<file path="config.mk">
export PLATFORM = sky130hd
export DESIGN_NAME = bcd_display_scan_flat
export DESIGN_NICKNAME = d
export VERILOG_FILES = /design/src/rtl/bcd_display_scan_if.sv /design/src/rtl/bcd_display_scan.sv /design/src/flat_wrapper.sv
export SDC_FILE = /design/constraint.sdc
export NUM_CORES = 1
export LEC_CHECK = 0
export ABC_AREA = 1
export CORE_AREA = 8 8 67 126
export CTS_CLUSTER_SIZE = 8
export DETAILED_ROUTE_END_ITERATION = 12
export DIE_AREA = 0 0 75 134
export MAX_ROUTING_LAYER = met4
export PLACE_DENSITY_LB_ADDON = 0.12
export SYNTH_ARGS = -nofsm -noshare
export SYNTH_HDL_FRONTEND = slang
export SYNTH_SLANG_ARGS = --single-unit
</file>
<file path="constraint.sdc">
create_clock -name ck -period 2.7 [get_ports ck]
set_input_delay 0.54 -clock ck [delete_from_list [all_inputs] [get_ports ck]]
set_output_delay 0.54 -clock ck [all_outputs]
set_load 0.05 [all_outputs]
</file>
<file path="src/rtl/bcd_display_scan_if.sv">
// Digit/strobe inputs and display pin outputs of bcd_display_scan.
// The master drives digits and strobes; the slave (the scanner) drives the pins.
interface bcd_display_scan_if;
  logic       load;
  logic [3:0] d0;
  logic [3:0] d1;
  logic [3:0] d2;
  logic [3:0] d3;
  logic [3:0] dp_mask;
  logic       blink;
  logic [3:0] an;
  logic [6:0] seg;
  logic       dp;

  modport master (
    output load, d0, d1, d2, d3, dp_mask, blink,
    input  an, seg, dp
  );

  modport slave (
    input  load, d0, d1, d2, d3, dp_mask, blink,
    output an, seg, dp
  );
endinterface

</file>
<file path="src/rtl/bcd_display_scan.sv">
// Time-multiplexed 4-digit common-anode 7-segment driver with blink and decimal points.
// Optional macro LEADING_ZERO_BLANK_EN blanks leading zero digits 3..1.
module bcd_display_scan #(
  parameter int unsigned PRESCALE    = 100000,
  parameter int unsigned BLINK_SLOTS = 256
) (
  input logic              ck,
  input logic              reset,
  bcd_display_scan_if.slave bus
);

  localparam logic [19:0] PRE_LAST   = 20'(PRESCALE - 1);
  localparam logic [15:0] SLOT_LAST  = 16'(BLINK_SLOTS - 1);

  logic [3:0]  hold_q [4];
  logic [3:0]  hold_d [4];
  logic [3:0]  hold_dp_q, hold_dp_d;
  logic [19:0] pre_q, pre_d;
  logic [1:0]  idx_q, idx_d;
  logic [15:0] slot_q, slot_d;
  logic        phase_q, phase_d;
  logic [3:0]  an_q, an_d;
  logic [6:0]  seg_q, seg_d;
  logic        dp_q, dp_d;

  logic        tick;
  logic [3:0]  digit_blank;
  logic        sel_blank;

  function automatic logic [6:0] bcd_to_seg(input logic [3:0] v);
    logic [6:0] s;
    case (v)
      4'd0:    s = 7'b1000000;
      4'd1:    s = 7'b1111001;
      4'd2:    s = 7'b0100100;
      4'd3:    s = 7'b0110000;
      4'd4:    s = 7'b0011001;
      4'd5:    s = 7'b0010010;
      4'd6:    s = 7'b0000010;
      4'd7:    s = 7'b1111000;
      4'd8:    s = 7'b0000000;
      4'd9:    s = 7'b0010000;
      default: s = 7'b0111111;
    endcase
    return s;
  endfunction

`ifdef LEADING_ZERO_BLANK_EN
  // A digit is blank only if it and every more significant digit are zero with no dp.
  always_comb begin
    digit_blank    = '0;
    digit_blank[3] = (hold_q[3] == 4'd0) && !hold_dp_q[3];
    digit_blank[2] = (hold_q[2] == 4'd0) && !hold_dp_q[2] && digit_blank[3];
    digit_blank[1] = (hold_q[1] == 4'd0) && !hold_dp_q[1] && digit_blank[2];
  end
`else
  assign digit_blank = '0;
`endif

  assign sel_blank = digit_blank[idx_q];

  always_comb begin
    tick      = (pre_q == PRE_LAST);
    pre_d     = tick ? '0 : pre_q + 20'd1;
    idx_d     = tick ? idx_q + 2'd1 : idx_q;
    slot_d    = slot_q;
    phase_d   = phase_q;
    if (tick) begin
      if (slot_q == SLOT_LAST) begin
        slot_d  = '0;
        phase_d = ~phase_q;
      end else begin
        slot_d  = slot_q + 16'd1;
      end
    end

    hold_d    = hold_q;
    hold_dp_d = hold_dp_q;
    if (bus.load) begin
      hold_d[0] = bus.d0;
      hold_d[1] = bus.d1;
      hold_d[2] = bus.d2;
      hold_d[3] = bus.d3;
      hold_dp_d = bus.dp_mask;
    end

    // Outputs follow the current (pre-update) idx/hold, so a same-cycle tick and load never mix.
    an_d  = (bus.blink && phase_q) ? 4'b1111 : ~(4'b0001 << idx_q);
    seg_d = sel_blank ? 7'b1111111 : bcd_to_seg(hold_q[idx_q]);
    dp_d  = sel_blank ? 1'b1 : ~hold_dp_q[idx_q];
  end

  always_ff @(posedge ck) begin
    if (reset) begin
      for (int unsigned i = 0; i < 4; i++) hold_q[i] <= '0;
      hold_dp_q <= '0;
      pre_q     <= '0;
      idx_q     <= '0;
      slot_q    <= '0;
      phase_q   <= 1'b0;
      an_q      <= '1;
      seg_q     <= '1;
      dp_q      <= 1'b1;
    end else begin
      for (int unsigned i = 0; i < 4; i++) hold_q[i] <= hold_d[i];
      hold_dp_q <= hold_dp_d;
      pre_q     <= pre_d;
      idx_q     <= idx_d;
      slot_q    <= slot_d;
      phase_q   <= phase_d;
      an_q      <= an_d;
      seg_q     <= seg_d;
      dp_q      <= dp_d;
    end
  end

  assign bus.an  = an_q;
  assign bus.seg = seg_q;
  assign bus.dp  = dp_q;

endmodule

</file>
<file path="src/flat_wrapper.sv">
// flat-port wrapper written by rule: the top's interface ports become plain ports
module bcd_display_scan_flat 
#(
  parameter int unsigned PRESCALE    = 100000,
  parameter int unsigned BLINK_SLOTS = 256
)
  (ck, reset, bus_load, bus_d0, bus_d1, bus_d2, bus_d3, bus_dp_mask, bus_blink, bus_an, bus_seg, bus_dp);
  bcd_display_scan_if bus_i ();
  input logic ck;
  input logic reset;
  input wire logic [$bits(bus_i.load)-1:0] bus_load;
  input wire logic [$bits(bus_i.d0)-1:0] bus_d0;
  input wire logic [$bits(bus_i.d1)-1:0] bus_d1;
  input wire logic [$bits(bus_i.d2)-1:0] bus_d2;
  input wire logic [$bits(bus_i.d3)-1:0] bus_d3;
  input wire logic [$bits(bus_i.dp_mask)-1:0] bus_dp_mask;
  input wire logic [$bits(bus_i.blink)-1:0] bus_blink;
  output wire logic [$bits(bus_i.an)-1:0] bus_an;
  output wire logic [$bits(bus_i.seg)-1:0] bus_seg;
  output wire logic [$bits(bus_i.dp)-1:0] bus_dp;
  assign bus_i.load = bus_load;
  assign bus_i.d0 = bus_d0;
  assign bus_i.d1 = bus_d1;
  assign bus_i.d2 = bus_d2;
  assign bus_i.d3 = bus_d3;
  assign bus_i.dp_mask = bus_dp_mask;
  assign bus_i.blink = bus_blink;
  assign bus_an = bus_i.an;
  assign bus_seg = bus_i.seg;
  assign bus_dp = bus_i.dp;
  bcd_display_scan #(.PRESCALE(PRESCALE), .BLINK_SLOTS(BLINK_SLOTS)) u_core (.ck(ck), .reset(reset), .bus(bus_i));
endmodule
</file>
==> flow_metrics.env, run 1 <==
export IMPL_place_ws_ps=635.3
export IMPL_grt_pass1_vias=3064
export IMPL_io_buffer_count=35
export IMPL_switching_share=0.2299
export IMPL_finalSetupTns_ps=0
export IMPL_max_vdd_ir_drop_uv=498.9
export IMPL_ff_latch_area_um2=1421
export IMPL_synth_area_leaders="dfxtp_1 (40%), nand2_1 (14%), nor2_1 (11%)"
export IMPL_via_per_inst=4.892
export IMPL_cts_tree="done"
export IMPL_p_leak_nw=1.726
export IMPL_power_internal_mw=2.005
export IMPL_power_switching_mw=0.5985
export IMPL_grtUsageTotal=0.1696
export IMPL_nFillCells=693
export IMPL_drtPass1Iterations=4
export IMPL_wl_met3_um=264
export IMPL_num_rows=43
export IMPL_clk_latency_ps=340
export IMPL_maxSlewViolCount=0
export IMPL_min_path_cells=1
export IMPL_cp_required_ps=2160
export IMPL_cts_root_buf="clkbuf_16"
export IMPL_drive_above_1_share=0.08275
export IMPL_grt_max_degree=29
export IMPL_path_depth=1
export IMPL_fmax_mhz=500.2
export IMPL_cp_end_kind="primary output"
export IMPL_start_util=0.5244
export IMPL_antenna_found_initial=0
export IMPL_nets=599
export IMPL_crit_family="buffers and inverters"
export IMPL_clk_pin_slew_ps=60
export IMPL_multiInputGateArea_um2=1869
export IMPL_period_share=0.7405
export IMPL_synth_top_area_frac=0.3966
export IMPL_gp_congestion=0.8945
export IMPL_die_h_um=134
export IMPL_boundaryPins=36
export IMPL_yosysWarnings=0
export IMPL_cts_htree_levels=3
export IMPL_cap_violations=0
export IMPL_rsz0062_at_grt="no"
export IMPL_drt_initial_drc_count=182
export IMPL_area_growth_pct=20.67
export IMPL_ant_nets=0
export IMPL_wl_per_cell_um=11.35
export IMPL_hpwl_um=5284
export IMPL_slew_headroom=0.5509
export IMPL_stdcell_area_um2=4324
export IMPL_comb_power_share=0.078
export IMPL_outcome="complete, no violations"
export IMPL_drt_wl_total_um=7471
export IMPL_grt_remaining_overflow=0
export IMPL_hold_slack_ps=444.1
export IMPL_reg2reg_depth=10
export IMPL_grt_pass1_wl_um=13250
export IMPL_finClkSkew_ps=8.129
export IMPL_placed_area_um2=3993
export IMPL_hold_viol_final=0
export IMPL_crit_buf_inv=1
export IMPL_drc=0
export IMPL_post_synth_top_area_cell="dfxtp_1"
export IMPL_p_per_area_nw_per_um2=602.1
export IMPL_yosysSeqAreaShare=0.3966
export IMPL_slowest_delay_ps=800
export IMPL_post_cts_resized=0
export IMPL_via_count=3219
export IMPL_clkPwrFrac=0.500
export IMPL_dr_max_layer_used="met4"
export IMPL_antenna_cells=0
export IMPL_critPathSlowestCell="clkdlybuf4s50_1"
export IMPL_ctsHoldBuffers=0
export IMPL_met2WireLength_um=3554
export IMPL_synth_cells=526
export IMPL_worst_slack_ps=700.6
export IMPL_period_minus_slack_ps=1999
export IMPL_synth_cell_type_count=36
export IMPL_synth_fp_nets=562
export IMPL_die_area_um2=10050
export IMPL_ys_ff_latch=71
export IMPL_cts_sinks=71
export IMPL_cts_inserted_buffers=9
export IMPL_worstSetupStartpointType="register"
export IMPL_tightestPinTransition_ps=673.0
export IMPL_setup_violations_final=0
export IMPL_clk_path_buf_depth=2
export IMPL_crit_fanout=1
export IMPL_dieWidth_um=75
export IMPL_met1_length_um=3531
export IMPL_worstPathArrival_ps=1460
export IMPL_avgSynthCellArea_um2=6.813
export IMPL_core_area_um2=6833
export IMPL_synth_area_um2=3583
export IMPL_cts_setup_buffers=0
export IMPL_worstSetupPathType="reg2out"
export IMPL_cp_cell_sequence="clkdlybuf4s50_1"
export IMPL_min_delay_path_class="reg2reg"
export IMPL_p_seq_frac=0.422
-- logic make-up after synthesis --
kind of cell | count (synthesis) | share of synthesized area
AO/OA/AOI/OAI | 67 | 0.1020
XOR/XNOR | 7 | 0.01711
adder cells (fa/ha/maj) | 12 | 0.04190
buffers and inverters | 69 | 0.08170
AND/OR/NAND/NOR | 300 | 0.3607
flip-flops | 71 | 0.3966
-- placed cells by master, fill, tap and decap left out, types with 9 or more instances in the layout --
cell type,netlist,layout
nand2_1,135,135
clkdlybuf4s50_1,0,35
nor2_1,101,101
a21oi_1,29,29
nand3_1,30,30
inv_1,51,51
ha_1,12,12
clkbuf_16,0,9
dfxtp_1,71,71
o21ai_0,29,29
nand4_1,9,9
-- state kept, by name, indices dropped and copies added, names as in the netlist --
register / count
u_core.bus.an: 4
u_core.bus.dp: 1
u_core.bus.seg: 7
u_core.hold_dp_q: 4
u_core.hold_q: 16
u_core.idx_q: 2
u_core.phase_q: 1
u_core.pre_q: 20
u_core.slot_q: 16
-- power groups by stage --
| stage | Sequential [mW] | Combinational, mW | Clock, mW |
|---|---|---|---|
| floorplan | 1.16 | 0.0830 | 0 |
| global placement | 1.12 | 0.203 | 0 |
| detailed placement | 1.12 | 0.204 | 0 |
| CTS | 1.10 | 0.205 | 1.32 |
| global route | 1.10 | 0.225 | 1.37 |
| finish | 1.10 | 0.202 | 1.30 |
-- synthesized netlist by cell type --
master	count
nand2_1	135
nor2_1	101
dfxtp_1	71
inv_1	51
nand3_1	30
a21oi_1	29
o21ai_0	29
ha_1	12
nand4_1	9
nor2_2	7
clkbuf_1	6
xor2_1	5
nor2_4	4
nor3_1	4
buf_6	3
inv_2	3
nand2_2	3
a21oi_2	2
buf_4	2
clkinv_1	2
o21ai_1	2
xnor2_1	2
buf_2	1
inv_4	1
nand2_4	1
nand3_2	1
nand3_4	1
nand3b_1	1
nor3b_1	1
nor3b_2	1
o211ai_1	1
o211ai_2	1
o21ai_2	1
o21bai_1	1
o21bai_2	1
or2_2	1
-- path summary, 6_finish.rpt --
path / slack [ps] / start / end
min: 440 / u_core.pre_q[0]$_SDFF_PP0_ / u_core.pre_q[0]$_SDFF_PP0_
max: 700 / u_core.bus.seg[6]$_SDFF_PP1_ / bus_seg[6]
min reg2reg: 440 / u_core.pre_q[0]$_SDFF_PP0_ / u_core.pre_q[0]$_SDFF_PP0_
max reg2reg: 880 / u_core.idx_q[0]$_SDFFE_PP0N_ / u_core.bus.seg[0]$_SDFF_PP1_
-- metal layers --
| layer | up-vias | global-route usage |
|---|---|---|
| met1 | 1435 | 0.2013 |
| met2 | 49 | 0.2568 |
| li1 | 1726 | - |
| met4 | 0 | 0.07363 |
| met5 | - | - |
| met3 | 9 | 0.04712 |
-- metrics by stage --
step / power (mW) / utilization / instances
final: 2.603 / 0.6329 / 658
after global routing: 2.695 / 0.6329 / 658
after CTS: 2.626 / 0.6329 / 658
after detailed placement: 1.326 / 0.5843 / 642
after global placement: 1.324 / 0.5843 / 642
after floorplan: 1.245 / - / 526
-- area by class of cell --
type                       instances  share of cell area
sequential                        71              0.3287
timing repair buffer              38             0.08623
clock buffer                      10             0.05527
tap                               90             0.02604
inverter                          57             0.05006
clock inverter                     6             0.02141
multi-input combinational        386              0.4323
No activity file was read; power rests on OpenSTA's default activity.
==> inputs of run 2 (changes only) <==
--- a/config.mk
+++ b/config.mk
@@ -6,10 +6,10 @@
 export NUM_CORES = 1
 export LEC_CHECK = 0
 export ABC_AREA = 1
-export CORE_AREA = 8 8 67 126
+export CORE_AREA = 8 8 69 130
 export CTS_CLUSTER_SIZE = 8
 export DETAILED_ROUTE_END_ITERATION = 12
-export DIE_AREA = 0 0 75 134
+export DIE_AREA = 0 0 77 138
 export MAX_ROUTING_LAYER = met4
 export PLACE_DENSITY_LB_ADDON = 0.12
 export SYNTH_ARGS = -nofsm -noshare
==> constraint.sdc (replaced) <==
create_clock -name ck -period 1.7 [get_ports ck]
set_input_delay 0.34 -clock ck [delete_from_list [all_inputs] [get_ports ck]]
set_output_delay 0.34 -clock ck [all_outputs]
set_load 0.05 [all_outputs]
==> run 2 against run 1 <==
  * Setup slack got worse by 550 ps
  * Die area increased by 5.7%
  * First-iteration DRC count is 33% higher
  * Sequential power grew 59%
  * Utilization down 2.7 points
  * Critical path depth is 5 higher
  * Cell count rose by 2.9%
  * Flip-flop and latch count unchanged
  * Clock-buffer cell count up 1
  * Final area rose by 1.8%
  * Combinational power increased by 63%
  * Wire length up 17%
  * Largest cell class unchanged
==> flow_metrics.env, run 2 (synthesis results as in run 1) <==
export IMPL_hp_start="u_core.pre_q[0]$_SDFF_PP0_"
export IMPL_drt_initial_drc_count=242
export IMPL_die_area_um2=10630
export IMPL_ff_latch_area_um2=1425
export IMPL_cp_cell_sequence="ha_1 > nand3_2 > nor2_2 > nand3_4 > nand2_4 > nor2_1"
export IMPL_p_leak_nw=1.794
export IMPL_boundaryPins=36
export IMPL_grt_pass1_vias=3360
export IMPL_num_rows=44
export IMPL_grt_pass1_wl_um=14680
export IMPL_outcome="complete, no violations"
export IMPL_hold_viol_final=0
export IMPL_max_vdd_ir_drop_uv=703.1
export IMPL_gp_congestion=0.8955
export IMPL_timing_rr_start="u_core.pre_q[0]$_SDFF_PP0_"
export IMPL_worstPathArrival_ps=1770
export IMPL_via_per_inst=4.997
export IMPL_drc=0
export IMPL_stdcell_area_um2=4400
export IMPL_multiInputGateArea_um2=1869
export IMPL_startpoint="u_core.pre_q[0]$_SDFF_PP0_"
export IMPL_nFillCells=716
export IMPL_crit_fanout=18
export IMPL_cts_htree_levels=3
export IMPL_drt_wl_total_um=8705
export IMPL_maxSlewViolCount=0
export IMPL_slowest_delay_ps=350
export IMPL_power_mw=3.823
export IMPL_layout_cells_most_common_list="nand2_1 (135), nor2_1 (101), dfxtp_1 (70)"
export IMPL_grt_remaining_overflow=0
export IMPL_wl_per_cell_um=12.86
export IMPL_clk_pin_slew_ps=60
export IMPL_p_per_area_nw_per_um2=868.7
export IMPL_slew_headroom=0.5677
export IMPL_final_common_cell="nand2_1"
export IMPL_fmax_mhz=645.6
export IMPL_ctsHoldBuffers=0
export IMPL_grtUsageTotal=0.1737
export IMPL_placed_cells=655
export IMPL_tightestPinTransition_ps=647.8
export IMPL_drive_above_1_share=0.1350
export IMPL_fin_util=0.6055
export IMPL_cp_required_ps=1920
export IMPL_finClkSkew_ps=7.284
export IMPL_via_count=3383
export IMPL_die_h_um=138
export IMPL_worstSetupPathType="reg2reg"
export IMPL_start_util=0.4931
export IMPL_cts_inserted_buffers=9
export IMPL_cap_violations=0
export IMPL_critPathSlowestCell="dfxtp_1"
export IMPL_min_delay_path_class="reg2reg"
export IMPL_cts_sinks=71
export IMPL_antenna_found_initial=0
export IMPL_cts_root_buf="clkbuf_16"
export IMPL_clk_path_buf_depth=2
export IMPL_core_area_um2=7267
export IMPL_cts_tree="done"
export IMPL_period_share=0.9111
export IMPL_antenna_cells=0
export IMPL_placed_area_um2=4060
export IMPL_top_regs="u_core.pre_q: 20 flops, u_core.hold_q: 16 flops, u_core.slot_q: 16 flops"
export IMPL_setup_violations_final=0
export IMPL_ant_nets=0
export IMPL_finalNonFillerCells=677
export IMPL_finalSetupTns_ps=0
export IMPL_clk_latency_ps=340
export IMPL_dieWidth_um=77
export IMPL_worstSetupStartpointType="register"
export IMPL_period_minus_slack_ps=1549
export IMPL_io_buffer_count=35
export IMPL_top_register="u_core.pre_q"
export IMPL_grt_max_degree=25
export IMPL_nets=616
export IMPL_cp_end_kind="register"
export IMPL_hpwl_um=6510
export IMPL_drtPass1Iterations=4
export IMPL_area_growth_pct=22.80
export IMPL_largest_reg_flops=20
-- run 2: cell count changes in the layout (fill, tap and decap cells not counted), sizes merged --
cell           before  now
buf                 3   32
clkdlybuf4s50      35   23
bufinv              2    0
clkinv              3    5
clkbuf             10   11
inv                56   55
-- run 2: what timing repair did --
item	in CTS	in global routing
endpoints found under the setup margin	5	35
buffers inserted	0	6
resized for setup	1	5
pin swaps	0	2
-- run 2: area by class of cell --
type / count / share of cell area
timing repair buffer: 55 / 0.1126
clock inverter: 5 / 0.007677
inverter: 57 / 0.04976
tap: 92 / 0.02616
sequential: 71 / 0.3239
clock buffer: 11 / 0.05516
multi-input combinational: 386 / 0.4248
-- run 2: worst max-delay path: cells and delay by family (launching register included) --
| kind | cells | cell delay (ps) |
|---|---|---|
| flops | 1 | 350 |
| simple gates | 5 | 860 |
| fa+ha+maj | 1 | 210 |
-- run 2: worst paths after layout --
check	cells after the start	endpoint	slack (ps)
worst min register to register	1	u_core.pre_q[0]$_SDFF_PP0_	450
worst max register to register	6	u_core.pre_q[10]$_SDFF_PP0_	150
worst min-delay path	1	u_core.pre_q[0]$_SDFF_PP0_	450
worst max-delay path	6	u_core.pre_q[10]$_SDFF_PP0_	150
-- run 2: metal layers --
metal	vias up	share of wire	track usage
li1	1772	-	-
met3	25	0.028	0.03636
met2	68	0.55	0.3201
met5	-	0	-
met1	1518	0.38	0.1562
met4	0	0.039	0.1052
-- run 2: report_power, final --
part / internal (mW) / switching [mW] / leakage, nW
Combinational: 0.132 / 0.198 / 1.08
Clock: 1.02 / 0.721 / 0.132
Sequential: 1.72 / 0.0268 / 0.582
-- run 2: per-stage QoR --
stage | hold slack (ps) | setup WS, ps
after CTS | 452.2 | 74.95
after global placement | 427.9 | 32.01
final | 450.0 | 151.1
after global routing | 485.1 | -3.445
after floorplan | 417.5 | 176.7
after detailed placement | 438.5 | -14.45
==> RTL edit: new RTL, config.mk and constraints of run 2 <==
Reset style: asynchronous (`reset`), changed in one clocked block.
--- a/src/rtl/bcd_display_scan.sv
+++ b/src/rtl/bcd_display_scan.sv
@@ -90,7 +90,7 @@
     dp_d  = sel_blank ? 1'b1 : ~hold_dp_q[idx_q];
   end
 
-  always_ff @(posedge ck) begin
+  always_ff @(posedge ck or posedge reset) begin
     if (reset) begin
       for (int unsigned i = 0; i < 4; i++) hold_q[i] <= '0;
       hold_dp_q <= '0;
Formal check against the unedited RTL: differs if reset is asserted again (counterexample within 4 cycles, from zero or initial values and one cycle with reset high); with reset held inactive, the same outputs for 10 cycles.
==> RTL edit against run 2 <==
Cell area increased by 10%. Setup slack got worse by 0.027 ns. Wire length up 0.90%. Fmax is 1.7% lower. Synthesized area increased by 9.0%. Total power rose by 8.5%. Sequential power up 5%. Sequential cell count stayed put. Critical path type unchanged.
==> RTL edit: results (changes against run 2) <==
stage,metric,value,unit,change
route,1st-iter DRT viols,138,,-43%
layout,layout cells sized above 1,0.1837,,+0.04863
clocking,Max Root-Sink Buffers,2,,unchanged
status,run status,finished clean,,
logic_synthesis,Ys Warns,0,,unchanged
logic_synthesis,"top cells by area, synth","dfrtp_1 38%, nand2_1 15%, dfstp_2 8.1%",,
clocking,TritonCTS buffer count,9,,unchanged
hold_path,min-delay worst type,in2async,,
placement,Final HPWL DP,6.758,mm,+3.8%
route,1st-pass router iterations,5,,+1
global_routing,All-Layer GR Usage,0.1784,,+0.004648
clocking,register clock-pin slew on the reported worst setup and hold paths,0.05,ns,
power,Leakage,2.297,nW,+28%
route,vias,3212,,-5.1%
worst_setup_path,crit path max fanout,8,,-10
global_routing,global-route wire length before repair,14.84,mm,+1.1%
layout,# diodes,0,,unchanged
route,total routed wirelength,8.783,mm,+0.90%
layout,Non-Filler Instances,631,,-6.8%
placement,dpl cells,612,,-6.6%
layout,final-stage net count,569,,-7.6%
placement,GP Congestion,0.9421,,+5.2%
logic_synthesis,syn nets,521,,-7.3%
logic_synthesis,post-synth cell types,36,,unchanged
logic_synthesis,synth cell count leaders,"156 x nand2_1, 66 x nor2_1, 59 x dfrtp_1, 45 x inv_1, 29 x nand3_1",,
logic_synthesis,sequential-to-total area share from yosys stat,0.4585,,+0.06189
power,VDD IR max,0.6768,mV,-3.8%
worst_setup_path,"Data arrival, critical path",1.83,ns,+0.06 ns
clocking,H-tree levels,3,,unchanged
clocking,clock root buffer,clkbuf_16,,
logic_synthesis,Syn Inst Count,486,,-7.6%
layout,biggest regs,"u_core.pre_q: 20 flops, u_core.hold_q: 16 flops, u_core.slot_q: 16 flops",,
clocking,Clock Latency Late Sink,0.33,ns,
global_routing,vias in the first global route,3362,,+0.060%
placement,IO Port Bufs,35,,unchanged
timing,Max Clock Skew,0.004842,ns,-0.002442 ns
global_routing,largest net degree at the start of global routing,72,,+190%
timing,Worst-Margin Slew,0.3726,ns,-0.2752 ns
worst_setup_path,Worst R2R Path Depth,9,,+3
global_routing,initial antenna violation count,0,,unchanged
logic_synthesis,async set or reset register ratio after synthesis,1.000,,+1.000
[RTL edit: power by group]
group	switching [mW]	leakage (nW)	total, mW	internal [mW]
sequential	0.0468	0.891	1.84	1.79
clock	0.654	0.146	1.82	1.17
combinational	0.251	1.26	0.488	0.236
total	0.952	2.30	4.15	3.19
[RTL edit: through the flow]
step / worst slack [ns] / TNS [ns] / area (sq um)
6_report: 0.1245 / 0 / 4850
5_1_grt: -0.003971 / -0.003971 / 4850
4_1_cts: 0.05957 / 0 / 4821
3_5_place_dp: 0.07676 / 0 / 4529
3_3_place_gp: 0.1057 / 0 / 4529
2_1_floorplan: 0.2548 / 0 / 3911
[RTL edit: repair_timing]
action / in CTS / in global routing
resized for setup: 0 / 4
endpoints found under the setup margin: 0 / 10
hold buffers: 0 / 0
setup buffers: 0 / 3
[RTL edit: area by class of cell]
type	instances	area [sq um]
clock inverter	4	45.04
inverter	48	186.4
multi-input combinational	357	1866
timing repair buffer	47	598.1
sequential	71	1793
clock buffer	12	246.5
fill	633	2417
tap	92	115.1
[RTL edit: cells by family after synthesis]
logic type	Yosys count	synth area share
simple gates	289	0.3241
flops	71	0.4585
buf+inv	58	0.06468
compound gates	28	0.04354
xor+xnor	15	0.03362
mux	14	0.04035
fa+ha+maj	11	0.03522
[RTL edit: critical path, stage by stage, from the launching register on]
cell and delay (ns):
dfrtp_2 0.45, inv_4 0.12, nand2_1 0.06, nand2_1 0.06, nand2_1 0.05, and2_1 0.21
inv_1 0.11, ha_1 0.17, o21ai_0 0.10, a21oi_1 0.17
[RTL edit: per-layer routing]
layer	up-vias	track usage	wire length [microns]	share of wire
met5	-	-	0	0
met4	0	0.09519	306	0.035
met3	15	0.03442	163	0.019
met2	61	0.3449	5297	0.60
met1	1513	0.1521	3016	0.34
li1	1623	-	-	-
[RTL edit: worst paths after layout]
check                                             from                            end  slack (ns)
min reg2reg                  u_core.pre_q[0]$_DFF_PP0_      u_core.pre_q[0]$_DFF_PP0_        0.46
max in group asynchronous                        reset        u_core.bus.dp$_DFF_PP1_        0.90
max                        u_core.idx_q[0]$_DFFE_PP0N_    u_core.bus.seg[6]$_DFF_PP1_        0.12
min                                              reset  u_core.hold_q[12]$_DFFE_PP0P_        0.45
max reg2reg                u_core.idx_q[0]$_DFFE_PP0N_    u_core.bus.seg[6]$_DFF_PP1_        0.12
min in group ck              u_core.pre_q[0]$_DFF_PP0_      u_core.pre_q[0]$_DFF_PP0_        0.46
